### config.mk
export PLATFORM = sky130hd
export DESIGN_NAME = reg_file_bypass_flat
export DESIGN_NICKNAME = d
export VERILOG_FILES = /design/src/rtl/reg_file_pkg.sv /design/src/rtl/reg_file_bypass_if.sv /design/src/rtl/pipe_delay.sv /design/src/rtl/reg_file_bypass.sv /design/src/flat_wrapper.sv
export SDC_FILE = /design/constraint.sdc
export NUM_CORES = 1
export LEC_CHECK = 0
export CAP_MARGIN = 5
export CORE_ASPECT_RATIO = 1.5
export CORE_MARGIN = 5
export CORE_UTILIZATION = 57
export DETAILED_ROUTE_END_ITERATION = 7
export PLACE_DENSITY_LB_ADDON = 0.15
export REMOVE_ABC_BUFFERS = 1
export SLEW_MARGIN = 0
export SYNTH_ARGS = -nofsm -noshare
export SYNTH_HDL_FRONTEND = slang
export SYNTH_HIERARCHICAL = 1
export SYNTH_SLANG_ARGS = --single-unit
### constraint.sdc
create_clock -name clk -period 4.3 [get_ports clk]
set_input_delay 1.075 -clock clk [delete_from_list [all_inputs] [get_ports clk]]
set_output_delay 1.075 -clock clk [all_outputs]
set_load 0.005 [all_outputs]
### src/rtl/reg_file_pkg.sv
// Shared definitions for the decode-stage register file: operand-routing modes
// and the width helper for flattened delay-line buses.
package reg_file_pkg;

   localparam logic [1:0] MODE_NORM = 2'b00;
   localparam logic [1:0] MODE_ONE  = 2'b01;
   localparam logic [1:0] MODE_SWAP = 2'b10;

   // Width of a flattened history bus holding 'depth' words of 'w' bits.
   function automatic int flatW(input int depth, input int w);
      return depth * w;
   endfunction

endpackage

### src/rtl/reg_file_bypass_if.sv
// Decode-side bus of the register file: read/write requests in, operands and
// their forwarding history out.
interface reg_file_bypass_if #(
   parameter int DATA_W    = 16,
   parameter int ADDR_W    = 3,
   parameter int BUF_DEPTH = 2
);
   import reg_file_pkg::*;

   logic                                  stall;
   logic [1:0]                            mode;
   logic [ADDR_W-1:0]                     raddr1;
   logic [ADDR_W-1:0]                     raddr2;
   logic                                  we;
   logic [ADDR_W-1:0]                     waddr;
   logic [DATA_W-1:0]                     wdata;
   logic [DATA_W-1:0]                     rdata1;
   logic [DATA_W-1:0]                     rdata2;
   logic [flatW(BUF_DEPTH, DATA_W)-1:0]   rdata1_dly;
   logic [flatW(BUF_DEPTH, DATA_W)-1:0]   rdata2_dly;
   logic [flatW(BUF_DEPTH, ADDR_W)-1:0]   raddr1_dly;
   logic [flatW(BUF_DEPTH, ADDR_W)-1:0]   raddr2_dly;

   modport master (
      output stall, mode, raddr1, raddr2, we, waddr, wdata,
      input  rdata1, rdata2, rdata1_dly, rdata2_dly, raddr1_dly, raddr2_dly
   );

   modport slave (
      input  stall, mode, raddr1, raddr2, we, waddr, wdata,
      output rdata1, rdata2, rdata1_dly, rdata2_dly, raddr1_dly, raddr2_dly
   );

endinterface

### src/rtl/pipe_delay.sv
// Generic shift register with synchronous reset and hold; stage 0 takes the
// input, stage k takes stage k-1. Output is all stages flattened, stage 0 in the LSBs.
module pipe_delay #(
   parameter int W     = 16,
   parameter int DEPTH = 2
) (
   input  logic               clk,
   input  logic               reset,
   input  logic               i_hold,
   input  logic [W-1:0]       i_d,
   output logic [DEPTH*W-1:0] o_q
);

   logic [W-1:0] r_stage [DEPTH];

   always_ff @(posedge clk) begin
      if (reset) begin
         for (int k = 0; k < DEPTH; k++) r_stage[k] <= '0;
      end else if (!i_hold) begin
         r_stage[0] <= i_d;
         for (int k = 1; k < DEPTH; k++) r_stage[k] <= r_stage[k-1];
      end
   end

   always_comb begin
      o_q = '0;
      for (int k = 0; k < DEPTH; k++) o_q[k*W +: W] = r_stage[k];
   end

endmodule

### src/rtl/reg_file_bypass.sv
// 1W/2R register file with registered, write-first bypassed reads, operand
// routing modes and delay lines carrying operands/addresses for forwarding.
module reg_file_bypass
   import reg_file_pkg::*;
#(
   parameter int DATA_W    = 16,
   parameter int ADDR_W    = 3,
   parameter int BUF_DEPTH = 2,
   parameter int INIT_IDX  = 1
) (
   input  logic                   clk,
   input  logic                   reset,
   reg_file_bypass_if.slave       i_bus
);

   localparam int NREGS = 2 ** ADDR_W;

   logic [DATA_W-1:0] r_regs [NREGS];
   logic [DATA_W-1:0] r_rdata1;
   logic [DATA_W-1:0] r_rdata2;
   logic [DATA_W-1:0] w_v1;
   logic [DATA_W-1:0] w_v2;
   logic [DATA_W-1:0] w_next1;
   logic [DATA_W-1:0] w_next2;
   logic [BUF_DEPTH*DATA_W-1:0] w_rdata1_dly;
   logic [BUF_DEPTH*DATA_W-1:0] w_rdata2_dly;
   logic [BUF_DEPTH*ADDR_W-1:0] w_raddr1_dly;
   logic [BUF_DEPTH*ADDR_W-1:0] w_raddr2_dly;

   // Writes land even while stalled; a write presented during reset is lost.
   always_ff @(posedge clk) begin
      if (reset) begin
         for (int i = 0; i < NREGS; i++)
            r_regs[i] <= (INIT_IDX != 0) ? DATA_W'(i) : '0;
      end else if (i_bus.we) begin
         r_regs[i_bus.waddr] <= i_bus.wdata;
      end
   end

   always_comb begin
      w_v1 = (i_bus.we && i_bus.waddr == i_bus.raddr1) ? i_bus.wdata : r_regs[i_bus.raddr1];
      w_v2 = (i_bus.we && i_bus.waddr == i_bus.raddr2) ? i_bus.wdata : r_regs[i_bus.raddr2];
   end

   always_comb begin
      w_next1 = w_v1;
      w_next2 = w_v2;
      case (i_bus.mode)
         MODE_ONE: begin
            w_next1 = w_v1;
            w_next2 = w_v1;
         end
         MODE_SWAP: begin
            w_next1 = w_v2;
            w_next2 = w_v1;
         end
         default: begin
            w_next1 = w_v1;
            w_next2 = w_v2;
         end
      endcase
   end

   // Held operands are not refreshed by a write during stall; the hazard unit covers that.
   always_ff @(posedge clk) begin
      if (reset) begin
         r_rdata1 <= '0;
         r_rdata2 <= '0;
      end else if (!i_bus.stall) begin
         r_rdata1 <= w_next1;
         r_rdata2 <= w_next2;
      end
   end

   pipe_delay #(.W(DATA_W), .DEPTH(BUF_DEPTH)) u_rdata1_dly (
      .clk(clk), .reset(reset), .i_hold(i_bus.stall), .i_d(r_rdata1), .o_q(w_rdata1_dly)
   );
   pipe_delay #(.W(DATA_W), .DEPTH(BUF_DEPTH)) u_rdata2_dly (
      .clk(clk), .reset(reset), .i_hold(i_bus.stall), .i_d(r_rdata2), .o_q(w_rdata2_dly)
   );
   pipe_delay #(.W(ADDR_W), .DEPTH(BUF_DEPTH)) u_raddr1_dly (
      .clk(clk), .reset(reset), .i_hold(i_bus.stall), .i_d(i_bus.raddr1), .o_q(w_raddr1_dly)
   );
   pipe_delay #(.W(ADDR_W), .DEPTH(BUF_DEPTH)) u_raddr2_dly (
      .clk(clk), .reset(reset), .i_hold(i_bus.stall), .i_d(i_bus.raddr2), .o_q(w_raddr2_dly)
   );

   assign i_bus.rdata1     = r_rdata1;
   assign i_bus.rdata2     = r_rdata2;
   assign i_bus.rdata1_dly = w_rdata1_dly;
   assign i_bus.rdata2_dly = w_rdata2_dly;
   assign i_bus.raddr1_dly = w_raddr1_dly;
   assign i_bus.raddr2_dly = w_raddr2_dly;

endmodule
### src/flat_wrapper.sv
// flat-port wrapper written by rule: the top's interface ports become plain ports
module reg_file_bypass_flat import reg_file_pkg::*;
#(
   parameter int DATA_W    = 16,
   parameter int ADDR_W    = 3,
   parameter int BUF_DEPTH = 2,
   parameter int INIT_IDX  = 1
)
  (clk, reset, i_bus_stall, i_bus_mode, i_bus_raddr1, i_bus_raddr2, i_bus_we, i_bus_waddr, i_bus_wdata, i_bus_rdata1, i_bus_rdata2, i_bus_rdata1_dly, i_bus_rdata2_dly, i_bus_raddr1_dly, i_bus_raddr2_dly);
  reg_file_bypass_if #(.DATA_W(DATA_W), .ADDR_W(ADDR_W), .BUF_DEPTH(BUF_DEPTH)) i_bus_i ();
  input  logic clk;
  input  logic reset;
  input wire logic [$bits(i_bus_i.stall)-1:0] i_bus_stall;
  input wire logic [$bits(i_bus_i.mode)-1:0] i_bus_mode;
  input wire logic [$bits(i_bus_i.raddr1)-1:0] i_bus_raddr1;
  input wire logic [$bits(i_bus_i.raddr2)-1:0] i_bus_raddr2;
  input wire logic [$bits(i_bus_i.we)-1:0] i_bus_we;
  input wire logic [$bits(i_bus_i.waddr)-1:0] i_bus_waddr;
  input wire logic [$bits(i_bus_i.wdata)-1:0] i_bus_wdata;
  output wire logic [$bits(i_bus_i.rdata1)-1:0] i_bus_rdata1;
  output wire logic [$bits(i_bus_i.rdata2)-1:0] i_bus_rdata2;
  output wire logic [$bits(i_bus_i.rdata1_dly)-1:0] i_bus_rdata1_dly;
  output wire logic [$bits(i_bus_i.rdata2_dly)-1:0] i_bus_rdata2_dly;
  output wire logic [$bits(i_bus_i.raddr1_dly)-1:0] i_bus_raddr1_dly;
  output wire logic [$bits(i_bus_i.raddr2_dly)-1:0] i_bus_raddr2_dly;
  assign i_bus_i.stall = i_bus_stall;
  assign i_bus_i.mode = i_bus_mode;
  assign i_bus_i.raddr1 = i_bus_raddr1;
  assign i_bus_i.raddr2 = i_bus_raddr2;
  assign i_bus_i.we = i_bus_we;
  assign i_bus_i.waddr = i_bus_waddr;
  assign i_bus_i.wdata = i_bus_wdata;
  assign i_bus_rdata1 = i_bus_i.rdata1;
  assign i_bus_rdata2 = i_bus_i.rdata2;
  assign i_bus_rdata1_dly = i_bus_i.rdata1_dly;
  assign i_bus_rdata2_dly = i_bus_i.rdata2_dly;
  assign i_bus_raddr1_dly = i_bus_i.raddr1_dly;
  assign i_bus_raddr2_dly = i_bus_i.raddr2_dly;
  reg_file_bypass #(.DATA_W(DATA_W), .ADDR_W(ADDR_W), .BUF_DEPTH(BUF_DEPTH), .INIT_IDX(INIT_IDX)) u_core (.clk(clk), .reset(reset), .i_bus(i_bus_i));
endmodule
==> impl_metrics.sql, run 1 <==
INSERT INTO impl_metrics (metric_group, metric, value, unit) VALUES
('timing', 'timing.final.crit_period', '3120', 'ps'),
('floorplan', 'die_span_in_x', '130', 'um'),
('synthesis', 'synth-edff-count', '204', ''),
('clocking', 'cts.repair.resized', '0', ''),
('global_routing', 'first_global_vias', '8250', ''),
('clocking', 'post_cts_hold_buffer_count', '0', ''),
('setup_path', 'worst-endpoint-arrival', '3480', 'ps'),
('final_layout', 'mostFrequentLayoutCell', 'edfxtp_1', ''),
('global_routing', 'grt_antenna_before_repair', '0', ''),
('power_and_ir_drop', 'pwr-share-comb', '15.2', '%'),
('global_routing', 'grt_first_pass_wirelength', '46.8', 'mm'),
('clocking', 'cts_setup_buffers', '0', ''),
('setup_path', 'worst-path-buf-inv', '1', ''),
('final_layout', 'layout.cells.non_filler', '1279', ''),
('clocking', 'clock_insertion_delay_worst_skew', '510', 'ps'),
('setup_path', 'critical_path.max_stage_delay', '810', 'ps'),
('synthesis', 'synthTopCellsByArea', 'edfxtp_1, mux4_2, nor3b_2', ''),
('setup_path', 'setup.worst_path.end_class', 'flip-flop', ''),
('global_routing', 'grt_start_max_net_pins', '130', ''),
('clocking', 'max-clock-path-buffers', '3', ''),
('synthesis', 'seq_area_frac_synth', '54.6', '%'),
('floorplan', 'io_pins', '139', ''),
('placed_design', 'place_hpwl', '19.1', 'mm'),
('clocking', 'cts.reportedPaths.clkPinSlew', '60', 'ps'),
('final_layout', 'layout.filler_cells', '1599', ''),
('drt', 'wl_per_cell', '23.5', 'um'),
('timing', 'setup_repair_after_global_routing_missed_its_margin', 'no', ''),
('setup_path', 'path_cells', 'clkdlybuf4s50_1, xnor2_1, and4_4, a21oi_1, a221oi_1, nor3_1', ''),
('min_path', 'worstHoldPathType', 'reg -> reg', ''),
('timing', 'whs', '520', 'ps'),
('power_and_ir_drop', 'sequentialPowerShare', '49.7', '%'),
('global_routing', 'grt_usage', '24.3', '%'),
('drt', 'drt_pre_antenna_iters', '5', ''),
('timing', 'finalCritPeriodShare', '72.5', '%'),
('clocking', 'htree_levels', '1', ''),
('floorplan', 'row_count', '66', ''),
('floorplan', 'die-area', '0.0248', 'sq mm'),
('drt', 'post-route-drc-count', '0', ''),
('clocking', 'clock_tree.root_cell', 'clkbuf_16', ''),
('placed_design', 'port-buffer-count', '138', ''),
('setup_path', 'critical_path_required', '4660', 'ps'),
('power_and_ir_drop', 'vdd_drop_max', '312', 'uV'),
('flow_run', 'maxCapViolations', '0', ''),
('placed_design', 'dp.cells', '1239', ''),
('synthesis', 'post_synth_instance_area', '0.0124', 'sq mm'),
('drt', 'totalWireLength', '30.1', 'mm'),
('drt', 'vias', '8190', ''),
('final_layout', 'n_antenna_cell', '0', ''),
('synthesis', 'syn-mean-instance-area', '13.9', 'sq um'),
('timing', 'slew_headroom', '30.9', '%'),
('floorplan', 'coreArea', '0.0216', 'sq mm'),
('outcome', 'run_status', 'finished clean', ''),
('power_and_ir_drop', 'total_leakage_power', '4.81', 'nW'),
('drt', 'drt_iter0_drc', '661', ''),
('final_layout', 'post_route_cells_drive_above_1_share', '20.1', '%'),
('power_and_ir_drop', 'total_power', '5.47', 'mW'),
('floorplan', 'initial_core_util', '57.5', '%'),
('power_and_ir_drop', 'intPower', '4.15', 'mW'),
('timing', 'finalClockSkew', '13.2', 'ps'),
('timing', 'final_hold_vio_count', '0', ''),
('setup_path', 'critical_path.slowest_cell', 'clkdlybuf4s50_1', ''),
('global_routing', 'globalRoute.totalOverflow', '0', ''),
('timing', 'setup_viol', '0', ''),
('synthesis', 'yosys_register_bits', '236', ''),
('final_layout', 'layout-area-overhead-vs-synth', '16.3', '%'),
('floorplan', 'die_height', '191', 'um'),
('setup_path', 'critical_path.top_delay_family', 'buffers and inverters', ''),
('setup_path', 'worstSetupStartpointType', 'input port', ''),
('power_and_ir_drop', 'power_density', '380', 'mW/mm^2'),
('synthesis', 'synth_area_leader_cell', 'edfxtp_1', ''),
('placed_design', 'gp_congestion', '0.829', '');
[power groups by stage]
stage	sequential (mW)	clock, mW	combinational [mW]
2_1_floorplan	2.75	0	0.409
3_3_place_gp	2.77	0	0.823
3_5_place_dp	2.77	0	0.834
4_1_cts	2.72	1.94	0.837
5_1_grt	2.74	2.05	0.893
6_report	2.72	1.92	0.832
[per-layer routing]
metal  global-route usage [%]  part of all wire (%)  vias up
li1                         -                     -     3691
met2                     43.5                    53      302
met1                     31.0                    37     4138
met5                        0                     0        -
met3                     3.08                   7.2       59
met4                     6.65                   2.6        0
[final cells by class]
class | instances | area, sq um | area share (%)
flip-flops and latches | 236 | 6770 | 47.0
multi-input cells | 537 | 4850 | 33.6
repair buffers | 176 | 1680 | 11.6
clock buffers | 30 | 632 | 4.39
well taps | 272 | 340 | 2.36
clock inverters | 10 | 77.6 | 0.539
inverters | 18 | 67.6 | 0.469
[registers in the layout, indices dropped and copies added, names as in the netlist]
signal and flops:
u_core/u_rdata2_dly/r_stage 32, u_core/u_raddr2_dly/r_stage 6, u_core/u_raddr1_dly/r_stage 6, u_core/i_bus.rdata2 16, u_core/u_rdata1_dly/r_stage 32, u_core/i_bus.rdata1 16
u_core/r_regs 128
[synthesized netlist by cell type (2+ instances only)]
| cell type | instances |
|---|---|
| o21ai_0 | 6 |
| or2b_1 | 2 |
| a221oi_2 | 10 |
| nor2b_1 | 44 |
| edfxtp_1 | 204 |
| o22ai_1 | 2 |
| clkinv_1 | 16 |
| buf_4 | 3 |
| mux4_2 | 49 |
| a21oi_1 | 32 |
| clkbuf_1 | 44 |
| buf_6 | 15 |
| buf_2 | 11 |
| nor3b_2 | 60 |
| nor2_1 | 6 |
| xnor2_1 | 6 |
| nand2_1 | 30 |
| a211o_1 | 15 |
| mux4_1 | 11 |
| clkbuf_8 | 17 |
| nor3_1 | 120 |
| o21a_1 | 32 |
| dfxtp_1 | 32 |
| inv_1 | 2 |
| buf_1 | 2 |
| dlygate4sd3_1 | 3 |
| nor3b_1 | 18 |
| and2b_2 | 3 |
| nor4_1 | 31 |
| mux2i_1 | 23 |
| nand2b_1 | 6 |
| a221oi_1 | 22 |
[per-stage QoR]
stage / util [%] / setup TNS [ps] / worst slack (ps) / cell area (sq um)
finish: 66.8 / 0 / 1180 / 14400
global route: 66.8 / 0 / 1050 / 14400
CTS: 66.8 / 0 / 1230 / 14400
detailed placement: 63.5 / 0 / 706 / 13700
global placement: 63.5 / 0 / 721 / 13700
floorplan: - / -7610 / -192 / 11700
[path summary, 6_finish.rpt]
kind              slack (ps)  cells past startpoint                   start                 endpoint
setup / recovery        1180                      6         i_bus_raddr1[2]  u_core/i_bus.rdata2[15]
hold / removal           520                      2  u_core/i_bus.rdata2[4]   u_core/i_bus.rdata2[4]
setup reg to reg        2250                      5    u_core/r_regs[2][15]  u_core/i_bus.rdata2[15]
hold reg to reg          520                      2  u_core/i_bus.rdata2[4]   u_core/i_bus.rdata2[4]
[tightest hold or removal path, stage by stage, from the launching register on]
cell and delay, ps:
dfxtp_1 320, nor2b_1 110, nor3_1 50
[logic make-up after synthesis]
family	Yosys count	synth area share, %
buffers and inverters	115	6.32
multiplexers	83	13.1
AND/OR/NAND/NOR	327	18.0
adder cells (fa/ha/maj)	1	0.101
XOR/XNOR	6	0.424
flip-flops	236	54.6
AO/OA/AOI/OAI	120	7.47
(Power assumes the default switching activity.)
==> run 2, diff against run 1 <==
- CORE_UTILIZATION: 57 -> 51
- clock period: 4.3 -> 2.6 ns (I/O delays scaled with it)
==> run 2 against run 1 <==
Combinational power grew 79%; sequential power is 66% higher; non-clock buffer count up 44; setup slack lost 980 ps; sequential share of layout area decreased by 2.3 points; clock-buffer cell count decreased by 2; clock skew shrank 4.9 ps.
==> impl_metrics.sql, run 2 (synthesized netlist as in run 1, its figures left out) <==
INSERT INTO impl_metrics (metric_group, metric, value, unit) VALUES
('drt', 'drt.antenna.violating_nets', '0', ''),
('global_routing', 'globalRoute.totalOverflow', '0', ''),
('clocking', 'post_cts_hold_buffer_count', '0', ''),
('final_layout', 'nets', '1068', ''),
('final_layout', 'post_route_cells_drive_above_1_share', '23.8', '%'),
('clocking', 'cts.repair.resized', '0', ''),
('clocking', 'clock_tree.root_cell', 'clkbuf_16', ''),
('setup_path', 'critical_path.slowest_cell', 'and4_4', ''),
('timing', 'finalCritPeriodShare', '92.3', '%'),
('drt', 'totalWireLength', '31.1', 'mm'),
('setup_path', 'timing.reg2reg.setup_slack', '650', 'ps'),
('timing', 'finalClockSkew', '8.29', 'ps'),
('global_routing', 'first_global_vias', '8614', ''),
('outcome', 'run_status', 'finished clean', ''),
('timing', 'timing_max_transition_violations_final', '0', ''),
('setup_path', 'cp_max_fo', '16', ''),
('timing', 'tightestPinTransition', '453', 'ps'),
('setup_path', 'worst_reg_to_reg_cells', '5', ''),
('placed_design', 'gp_congestion', '0.879', ''),
('flow_run', 'maxCapViolations', '0', ''),
('global_routing', 'grt_antenna_before_repair', '0', ''),
('final_layout', 'n_antenna_cell', '0', ''),
('drt', 'drt_pre_antenna_iters', '5', ''),
('final_layout', 'layout-area-overhead-vs-synth', '22.3', '%'),
('floorplan', 'coreArea', '0.0242', 'sq mm'),
('floorplan', 'row_count', '70', ''),
('placed_design', 'placed_cell_area', '0.0144', 'sq mm'),
('setup_path', 'path_cells', 'clkdlybuf4s50_1, buf_12, xnor2_1, and4_4, buf_4, a21oi_1, a221oi_2, nor3_1', ''),
('min_path', 'worstHoldPathType', 'reg -> reg', ''),
('power_and_ir_drop', 'total_leakage_power', '5.15', 'nW'),
('final_layout', 'post-route-cell-area', '0.0151', 'sq mm'),
('timing', 'slew_headroom', '69.8', '%'),
('setup_path', 'worstSetupStartpointType', 'input port', ''),
('floorplan', 'die_height', '201', 'um'),
('drt', 'vias', '8400', ''),
('drt', 'wl_per_cell', '22.6', 'um'),
('setup_path', 'critical_path.reg2reg.endpoint', 'u_core/i_bus.rdata1[6]', ''),
('timing', 'whs', '513', 'ps'),
('setup_path', 'critical_path_required', '2980', 'ps'),
('timing', 'timing.final.crit_period', '2400', 'ps'),
('floorplan', 'die_span_in_x', '137', 'um'),
('final_layout', 'largest_register_ffs', '128', ''),
('timing', 'final_hold_vio_count', '0', ''),
('placed_design', 'port-buffer-count', '138', ''),
('placed_design', 'place_hpwl', '21.1', 'mm'),
('setup_path', 'worst-endpoint-arrival', '2780', 'ps'),
('clocking', 'clock_insertion_delay_worst_skew', '510', 'ps'),
('power_and_ir_drop', 'power_density', '619', 'mW/mm^2'),
('timing', 'setup_viol', '0', ''),
('drt', 'post-route-drc-count', '0', ''),
('setup_path', 'setup.worst_path.end_class', 'flip-flop', ''),
('timing', 'setup_repair_after_global_routing_missed_its_margin', 'no', ''),
('min_path', 'worstHoldPathCells', '2', ''),
('floorplan', 'initial_core_util', '51.2', '%'),
('drt', 'drt_iter0_drc', '694', ''),
('clocking', 'cts.reportedPaths.clkPinSlew', '60', 'ps'),
('final_layout', 'mostFrequentLayoutCell', 'edfxtp_1', ''),
('clocking', 'tritoncts.num_buffers', '23', ''),
('drt', 'post_drt_via_cell_ratio', '6.10', ''),
('setup_path', 'timing_worst_setup_path_type', 'in -> reg', ''),
('power_and_ir_drop', 'vdd_drop_max', '535', 'uV'),
('clocking', 'cts_num_sinks', '236', ''),
('global_routing', 'grt_start_max_net_pins', '69', ''),
('clocking', 'cts_setup_buffers', '0', ''),
('clocking', 'max-clock-path-buffers', '3', ''),
('setup_path', 'rr_startpoint', 'u_core/r_regs[6][6]', ''),
('final_layout', 'largest_register', 'u_core/r_regs', ''),
('timing', 'achievable-frequency', '417', 'MHz'),
('floorplan', 'die-area', '0.0276', 'sq mm'),
('setup_path', 'critical_path.max_stage_delay', '480', 'ps'),
('global_routing', 'grt_first_pass_wirelength', '48.9', 'mm'),
('min_path', 'timing.hold.worst_endpoint', 'u_core/i_bus.rdata2[10]', ''),
('final_layout', 'reg.largest.list', 'u_core/r_regs x128, u_core/u_rdata1_dly/r_stage x32, u_core/u_rdata2_dly/r_stage x32', ''),
('clocking', 'clock_tree_from_tritoncts', 'built', ''),
('floorplan', 'io_pins', '139', ''),
('final_layout', 'layout_common_cells', 'edfxtp_1, clkdlybuf4s50_1, nor3_1', ''),
('placed_design', 'preCtsSetupSlack', '-292', 'ps'),
('timing', 'final.setup.worst_slack', '201', 'ps'),
('global_routing', 'grt_usage', '22.7', '%'),
('clocking', 'htree_levels', '1', ''),
('min_path', 'hold_path_startpoint', 'u_core/i_bus.rdata2[10]', '');
## run 2: changes by cell type in the layout (fill, tap and decap cells not counted), sizes merged
cell and delta:
buf +44, bufinv +2, clkbuf -2, inv +1
## run 2: power by group
group / switching, mW / leakage [nW] / internal, mW / total (mW)
Sequential: 0.134 / 2.34 / 4.37 / 4.51
Combinational: 0.719 / 2.44 / 0.773 / 1.49
Clock: 1.41 / 0.370 / 1.97 / 3.38
## run 2: worst max-delay path: cells and delay by family
kind	cells	cell delay, ps
xor gates and xnor gates	1	320
AOI/OAI and AO/OA	2	420
buffers and inverters	3	820
and+or+nand+nor	2	570
## run 2: area by class of cell
class | instances | area, sq um
fill | 1878 | 9020
sequential | 236 | 6770
multi-input combinational | 537 | 4850
timing repair buffer | 220 | 2300
clock buffer | 28 | 604
tap | 324 | 405
clock inverter | 13 | 159
inverter | 18 | 67.6
## run 2: metal layers
| layer | part of all wire, % | track usage, % | vias up | wire length (um) |
|---|---|---|---|---|
| met5 | 0 | 0 | - | 0 |
| met4 | 3.0 | 7.85 | 0 | 935 |
| met3 | 6.8 | 2.83 | 59 | 2120 |
| met2 | 53 | 40.4 | 312 | 16400 |
| met1 | 37 | 28.3 | 4226 | 11600 |
| li1 | - | - | 3803 | - |
## run 2: how the worst max path moves through the flow
stage,startpoint,slack (ps),end
finish,i_bus_raddr1[0],200,u_core/i_bus.rdata2[5]
global route,i_bus_raddr1[0],190,u_core/i_bus.rdata1[1]
CTS,i_bus_raddr1[0],260,u_core/i_bus.rdata1[1]
detailed placement,i_bus_raddr1[0],-290,u_core/i_bus.rdata1[1]
global placement,i_bus_raddr1[0],-260,u_core/i_bus.rdata1[1]
floorplan,reset,-1470,u_core/r_regs[0][0]
## run 2: through the flow
stage               setup TNS [ps]  power, mW  cells  utilization, %
global route                     0       9.73   1376            62.7
finish                           0       9.38   1376            62.7
detailed placement           -9810       6.08   1335            59.5
floorplan                  -161730       5.23    791               -
global placement             -7240       6.04   1335            59.5
CTS                              0       9.46   1376            62.7
